File: src/rtl/mul_div_unit.sv
// Iterative RV32M multiply/divide unit: 32-step shift-add multiplier and restoring
// divider behind a start/busy/done handshake; divide special cases finish in one cycle.
module mul_div_unit #(
    parameter int XLEN = 32
) (
    input  logic            clk,
    input  logic            rst,
    input  logic            start,
    input  logic [2:0]      funct3,
    input  logic [XLEN-1:0] rs1_data,
    input  logic [XLEN-1:0] rs2_data,
    output logic            busy,
    output logic            done,
    output logic [XLEN-1:0] result
);

    localparam int CW = $clog2(XLEN);
    localparam logic [2:0] F_MUL    = 3'b000;
    localparam logic [2:0] F_MULH   = 3'b001;
    localparam logic [2:0] F_MULHSU = 3'b010;
    localparam logic [XLEN-1:0] INT_MIN = {1'b1, {(XLEN-1){1'b0}}};

    typedef enum logic [1:0] {
        S_IDLE,
        S_CALC,
        S_DONE
    } state_t;

    state_t            state_q;
    logic [CW-1:0]     cnt_q;
    logic [2:0]        op_q;
    logic              neg_q;
    logic              rneg_q;
    logic [2*XLEN-1:0] acc_q;
    logic [2*XLEN-1:0] mcand_q;
    logic [XLEN-1:0]   mplier_q;
    logic              busy_q;
    logic              done_q;
    logic [XLEN-1:0]   result_q;

    logic              sgn_a, sgn_b, a_neg, b_neg, is_special;
    logic [XLEN-1:0]   a_mag, b_mag, special_res;

    always_comb begin
        sgn_a = funct3[2] ? ~funct3[0] : (funct3 == F_MULH || funct3 == F_MULHSU);
        sgn_b = funct3[2] ? ~funct3[0] : (funct3 == F_MULH);
        a_neg = sgn_a & rs1_data[XLEN-1];
        b_neg = sgn_b & rs2_data[XLEN-1];
        a_mag = a_neg ? -rs1_data : rs1_data;
        b_mag = b_neg ? -rs2_data : rs2_data;
        is_special = funct3[2] && ((rs2_data == '0) ||
                     (~funct3[0] && rs1_data == INT_MIN && rs2_data == '1));
        if (rs2_data == '0) begin
            special_res = funct3[1] ? rs1_data : '1;
        end else begin
            special_res = funct3[1] ? '0 : INT_MIN;
        end
    end

    // One iteration of the active algorithm; acc holds {remainder, quotient} when dividing.
    logic [XLEN:0]     r_shift, r_diff;
    logic [2*XLEN-1:0] acc_d, prod;
    logic [XLEN-1:0]   quo, rem, final_res;

    always_comb begin
        r_shift = {acc_q[2*XLEN-1:XLEN], acc_q[XLEN-1]};
        r_diff  = r_shift - {1'b0, mcand_q[XLEN-1:0]};
        if (op_q[2]) begin
            if (!r_diff[XLEN]) begin
                acc_d = {r_diff[XLEN-1:0], acc_q[XLEN-2:0], 1'b1};
            end else begin
                acc_d = {r_shift[XLEN-1:0], acc_q[XLEN-2:0], 1'b0};
            end
        end else begin
            acc_d = acc_q + (mplier_q[0] ? mcand_q : '0);
        end
        prod = neg_q ? -acc_d : acc_d;
        quo  = neg_q ? -acc_d[XLEN-1:0] : acc_d[XLEN-1:0];
        rem  = rneg_q ? -acc_d[2*XLEN-1:XLEN] : acc_d[2*XLEN-1:XLEN];
        if (op_q[2]) begin
            final_res = op_q[1] ? rem : quo;
        end else begin
            final_res = (op_q == F_MUL) ? prod[XLEN-1:0] : prod[2*XLEN-1:XLEN];
        end
    end

    always_ff @(posedge clk) begin
        if (rst) begin
            state_q  <= S_IDLE;
            cnt_q    <= '0;
            op_q     <= '0;
            neg_q    <= 1'b0;
            rneg_q   <= 1'b0;
            acc_q    <= '0;
            mcand_q  <= '0;
            mplier_q <= '0;
            busy_q   <= 1'b0;
            done_q   <= 1'b0;
            result_q <= '0;
        end else begin
            case (state_q)
                S_IDLE: begin
                    done_q <= 1'b0;
                    if (start) begin
                        op_q     <= funct3;
                        cnt_q    <= '0;
                        busy_q   <= 1'b1;
                        neg_q    <= a_neg ^ b_neg;
                        rneg_q   <= a_neg;
                        mplier_q <= b_mag;
                        if (funct3[2]) begin
                            acc_q   <= {{XLEN{1'b0}}, a_mag};
                            mcand_q <= {{XLEN{1'b0}}, b_mag};
                        end else begin
                            acc_q   <= '0;
                            mcand_q <= {{XLEN{1'b0}}, a_mag};
                        end
                        if (is_special) begin
                            result_q <= special_res;
                            done_q   <= 1'b1;
                            state_q  <= S_DONE;
                        end else begin
                            state_q  <= S_CALC;
                        end
                    end
                end
                S_CALC: begin
                    acc_q    <= acc_d;
                    mcand_q  <= op_q[2] ? mcand_q : (mcand_q << 1);
                    mplier_q <= mplier_q >> 1;
                    cnt_q    <= cnt_q + 1'b1;
                    if (cnt_q == CW'(XLEN-1)) begin
                        result_q <= final_res;
                        done_q   <= 1'b1;
                        state_q  <= S_DONE;
                    end
                end
                S_DONE: begin
                    done_q  <= 1'b0;
                    busy_q  <= 1'b0;
                    state_q <= S_IDLE;
                end
                default: begin
                    state_q <= S_IDLE;
                end
            endcase
        end
    end

    assign busy   = busy_q;
    assign done   = done_q;
    assign result = result_q;

endmodule
File: config.mk
export PLATFORM = sky130hd
export DESIGN_NAME = mul_div_unit
export DESIGN_NICKNAME = d
export VERILOG_FILES = /design/src/rtl/mul_div_unit.sv
export SDC_FILE = /design/constraint.sdc
export NUM_CORES = 1
export LEC_CHECK = 0
export BUFFER_PORTS_ARGS = -buffer_cell sky130_fd_sc_hd__buf_2
export CAP_MARGIN = 20
export CORE_MARGIN = 4
export CORE_UTILIZATION = 30
export DETAILED_ROUTE_END_ITERATION = 6
export GPL_TIMING_DRIVEN = 0
export PLACE_DENSITY = 0.55
export SETUP_SLACK_MARGIN = 0.1
export SLEW_MARGIN = 0
export SYNTH_ARGS = -nofsm -noshare
export SYNTH_HDL_FRONTEND = slang
export SYNTH_SLANG_ARGS = --single-unit
File: constraint.sdc
create_clock -name clk -period 5.6 [get_ports clk]
set_input_delay 0.84 -clock clk [delete_from_list [all_inputs] [get_ports clk]]
set_output_delay 0.84 -clock clk [all_outputs]
set_load 0.1 [all_outputs]
==> flow_summary.yaml <==
outcome:
  status: "completed"
routing:
  drc_errors: 0
  wl_per_cell_um: 27.6
  dr.pass1.iters: 6
  drtIter0Drc: 3732
  vias: 26400
  drtAntennaViolNets: 0
  drt_wl_total_mm: 117
  avgViaCountPerCell: 6.24
logic_synthesis:
  ys_seq_area_share_pct: 19.1
  yosysTopAreaCellShare_pct: 19.1
  async_reset_ff_share_pct: 0
  synth_top_family_by_area: "compound AO/OA/AOI/OAI gates"
  syn_nets: 3236
  synth_cell_types: 104
  synth_edf_count: 0
  synth_cells: 3058
  netlist_area_sq_um: 21500
  ys_seq_elements: 206
  synthAdderAreaFrac_pct: 6.34
  synthMuxAreaShare_pct: 2.26
  synth_top_area_cell: "dfxtp_1"
  yosys-top-cells-area: "dfxtp_1 19%, ha_1 6.2%, nor2_1 5.9%, a21oi_1 5.8%, nand2_1 5.6%"
  synth.avg_cell_area_sq_um: 7.04
  yosysWarnings: 0
  synthXorXnorAreaFrac_pct: 6.87
  synth-compound-area-share_pct: 33.5
  yosys_most_used_dff: "dfxtp_1"
  synthSimpleGateAreaFrac_pct: 26.3
sta:
  slew_headroom_pct: 19.6
  finalWorstSetupSlack_ns: 0.0348
  finalCriticalPeriod_ns: 5.57
  worstMarginPinSlew_ns: 1.21
  hold_viol: 0
  period_share_pct: 99.4
  rsz0062_at_grt: "yes"
  skew_ns: 0.0258
  max_freq_ghz: 0.180
  setup_viol: 0
  slew_violations: 0
  whs_ns: 0.450
worst_setup_path:
  cp_common_cell: "buf_4"
  crit_path_start_kind: "flip-flop"
  path_cells: "buf_4 -> inv_1 -> clkbuf_1 -> clkbuf_1 -> buf_4 -> buf_4 -> clkbuf_2 -> clkbuf_2 -> nor2_1 -> nor2_1 -> o21ai_0 -> a221o_1 -> a311oi_1"
  worst-path-max-fanout: 10
  r2r_slack_ns: 0.03
  crit_slowest_cell: "clkbuf_1"
  crit_arrival_ns: 6.07
  max_stage_delay_ns: 0.66
  end_kind: "flip-flop"
  cp.required_ns: 6.10
  path_class: "reg2reg"
placement:
  io_buffers: 102
  dp_hpwl_mm: 92.6
  dpl.cell_count: 4107
  place_area_sq_um: 23300
  gp_congestion: 1.02
  preCtsSetupSlack_ns: -2.03
power_and_ir_drop:
  switching_share_pct: 49.9
  p_int_mw: 3.92
  p_clk_share_pct: 23.7
  switchingPower_mw: 3.91
  p_leak_nw: 9.80
  p_seq_share_pct: 23.7
  ir_worst_vdd_uv: 310
  powerDensity_nw_per_um2: 300
  p_comb_share_pct: 52.6
final_layout:
  fin_area_sq_um: 26100
  nets: 3443
  layout_common_cells: "330 x nor2_1, 322 x nand2_1, 221 x a21oi_1"
  areaGrowthSynthToFinish_pct: 21.3
  drive_gt1_share_pct: 16.3
  final_common_cell: "nor2_1"
  instances_no_fill: 4230
floorplanning:
  fp.dieH_um: 276
  start_util_pct: 30.5
  die-area_sq_um: 76100
  coreArea_sq_um: 70600
  die_w_um: 276
  pin_count: 104
  num_rows: 97
clock_tree:
  cts_tree: "built"
  hold_buffers: 0
  clk_pin_slew_ns: 0.06
  cts_root_buf: "clkbuf_16"
  clk_path_buf_depth: 3
  cts_htree_levels: 1
  clk_latency_ns: 0.60
  cts_made_buffers: 28
  cts_num_sinks: 206
global_route:
  grt_pass1_vias: 23600
  track_usage_pct: 29.0
  grt_max_degree: 14
  grt_pass1_wl_mm: 164
  antenna_found_initial: 3
  gr-total-overflow: 0
min_path:
  hp-class: "reg2reg"
job:
  timing.max_cap.violations: 0
==> final cells by class <==
| class | instances | area [sq um] |
|---|---|---|
| Buffer | 198 | 921 |
| Clock buffer | 37 | 796 |
| Clock inverter | 15 | 126 |
| Fill cell | 7587 | 44500 |
| Sequential cell | 206 | 4140 |
| Antenna cell | 3 | 7.51 |
| Timing Repair Buffer | 188 | 1170 |
| Multi-Input combinational cell | 2554 | 17500 |
| Tap cell | 940 | 1180 |
| Inverter | 89 | 337 |
==> per-stage QoR <==
stage | util (%) | TNS (ns) | power, mW
final | 37.0 | 0 | 7.83
after global routing | 37.0 | 0 | 8.05
after CTS | 35.7 | 0 | 7.48
after detailed placement | 33.0 | -149.47 | 5.40
after global placement | 32.9 | -171.74 | 5.41
after floorplan | - | 0 | 4.08
==> synthesized netlist by cell type (20+ instances only) <==
| library cell | count |
|---|---|
| a211oi_1 | 125 |
| o211ai_1 | 58 |
| or3_1 | 23 |
| nand2_1 | 324 |
| nand2b_1 | 20 |
| a221oi_1 | 28 |
| o21a_1 | 34 |
| clkbuf_1 | 162 |
| and3_1 | 24 |
| a21oi_1 | 250 |
| and2_1 | 101 |
| xor2_1 | 59 |
| o21ai_0 | 209 |
| o221ai_1 | 24 |
| nor2_1 | 338 |
| xnor2_1 | 110 |
| inv_1 | 87 |
| o31ai_1 | 34 |
| a31oi_1 | 35 |
| ha_1 | 106 |
| a22oi_1 | 61 |
| nand3_1 | 44 |
| nand4_1 | 58 |
| nor4_1 | 27 |
| a21o_1 | 38 |
| dfxtp_1 | 206 |
| mux2i_1 | 39 |
| nor3_1 | 77 |
==> sequential cells by signal, summed over array words and instances (netlist names) <==
signal / cells
rneg_q: 1
neg_q: 1
mcand_q: 64
cnt_q: 5
busy: 1
op_q: 3
mplier_q: 32
done: 1
acc_q: 64
result: 32
state_q: 2
==> cell families (layout without fill, tap and decap cells) <==
| group | after synthesis | in the layout |
|---|---|---|
| simple gates | 1153 | 1153 |
| compound gates | 1077 | 1077 |
| buf+inv | 298 | 527 |
| flops | 206 | 206 |
| xor+xnor | 169 | 169 |
| fa+ha+maj | 108 | 108 |
| mux | 47 | 47 |
| other cells | 0 | 3 |
==> power by group through the flow <==
stage	registers [mW]	logic [mW]	clock network, mW
finish	1.85	4.12	1.86
global route	1.86	4.27	1.92
CTS	1.83	3.78	1.87
detailed placement	1.86	3.54	0
global placement	1.86	3.55	0
floorplan	2.02	2.05	0
==> worst paths after layout <==
kind | startpoint | cells after the start | endpoint
worst max register to register | op_q[2] | 13 | result[11]
worst min-delay path | mplier_q[20] | 2 | mplier_q[20]
worst min register to register | mplier_q[20] | 2 | mplier_q[20]
worst max-delay path | op_q[2] | 13 | result[11]
==> critical path, delay by kind of cell (launching register included) <==
kind	cells	cell delay (ns)
AO/OA/AOI/OAI	3	1.04
AND/OR/NAND/NOR	2	0.78
flip-flops	1	0.40
buffers and inverters	8	3.24
==> per-layer routing <==
| metal | up-vias | global-route usage [%] | share of wire, % |
|---|---|---|---|
| met4 | 0 | 14.8 | 6.4 |
| met5 | - | 0 | 0 |
| li1 | 11800 | - | - |
| met3 | 320 | 5.82 | 11 |
| met2 | 1636 | 42.2 | 41 |
| met1 | 12600 | 40.5 | 42 |
==> what timing repair did <==
action / CTS / global route
setup endpoints to repair: 112 / 74
pin swaps: 36 / 49
gates cloned: 0 / 0
buffers inserted: 45 / 30
resized for setup: 163 / 177
Note: power is estimated with default switching activity, not from simulation.
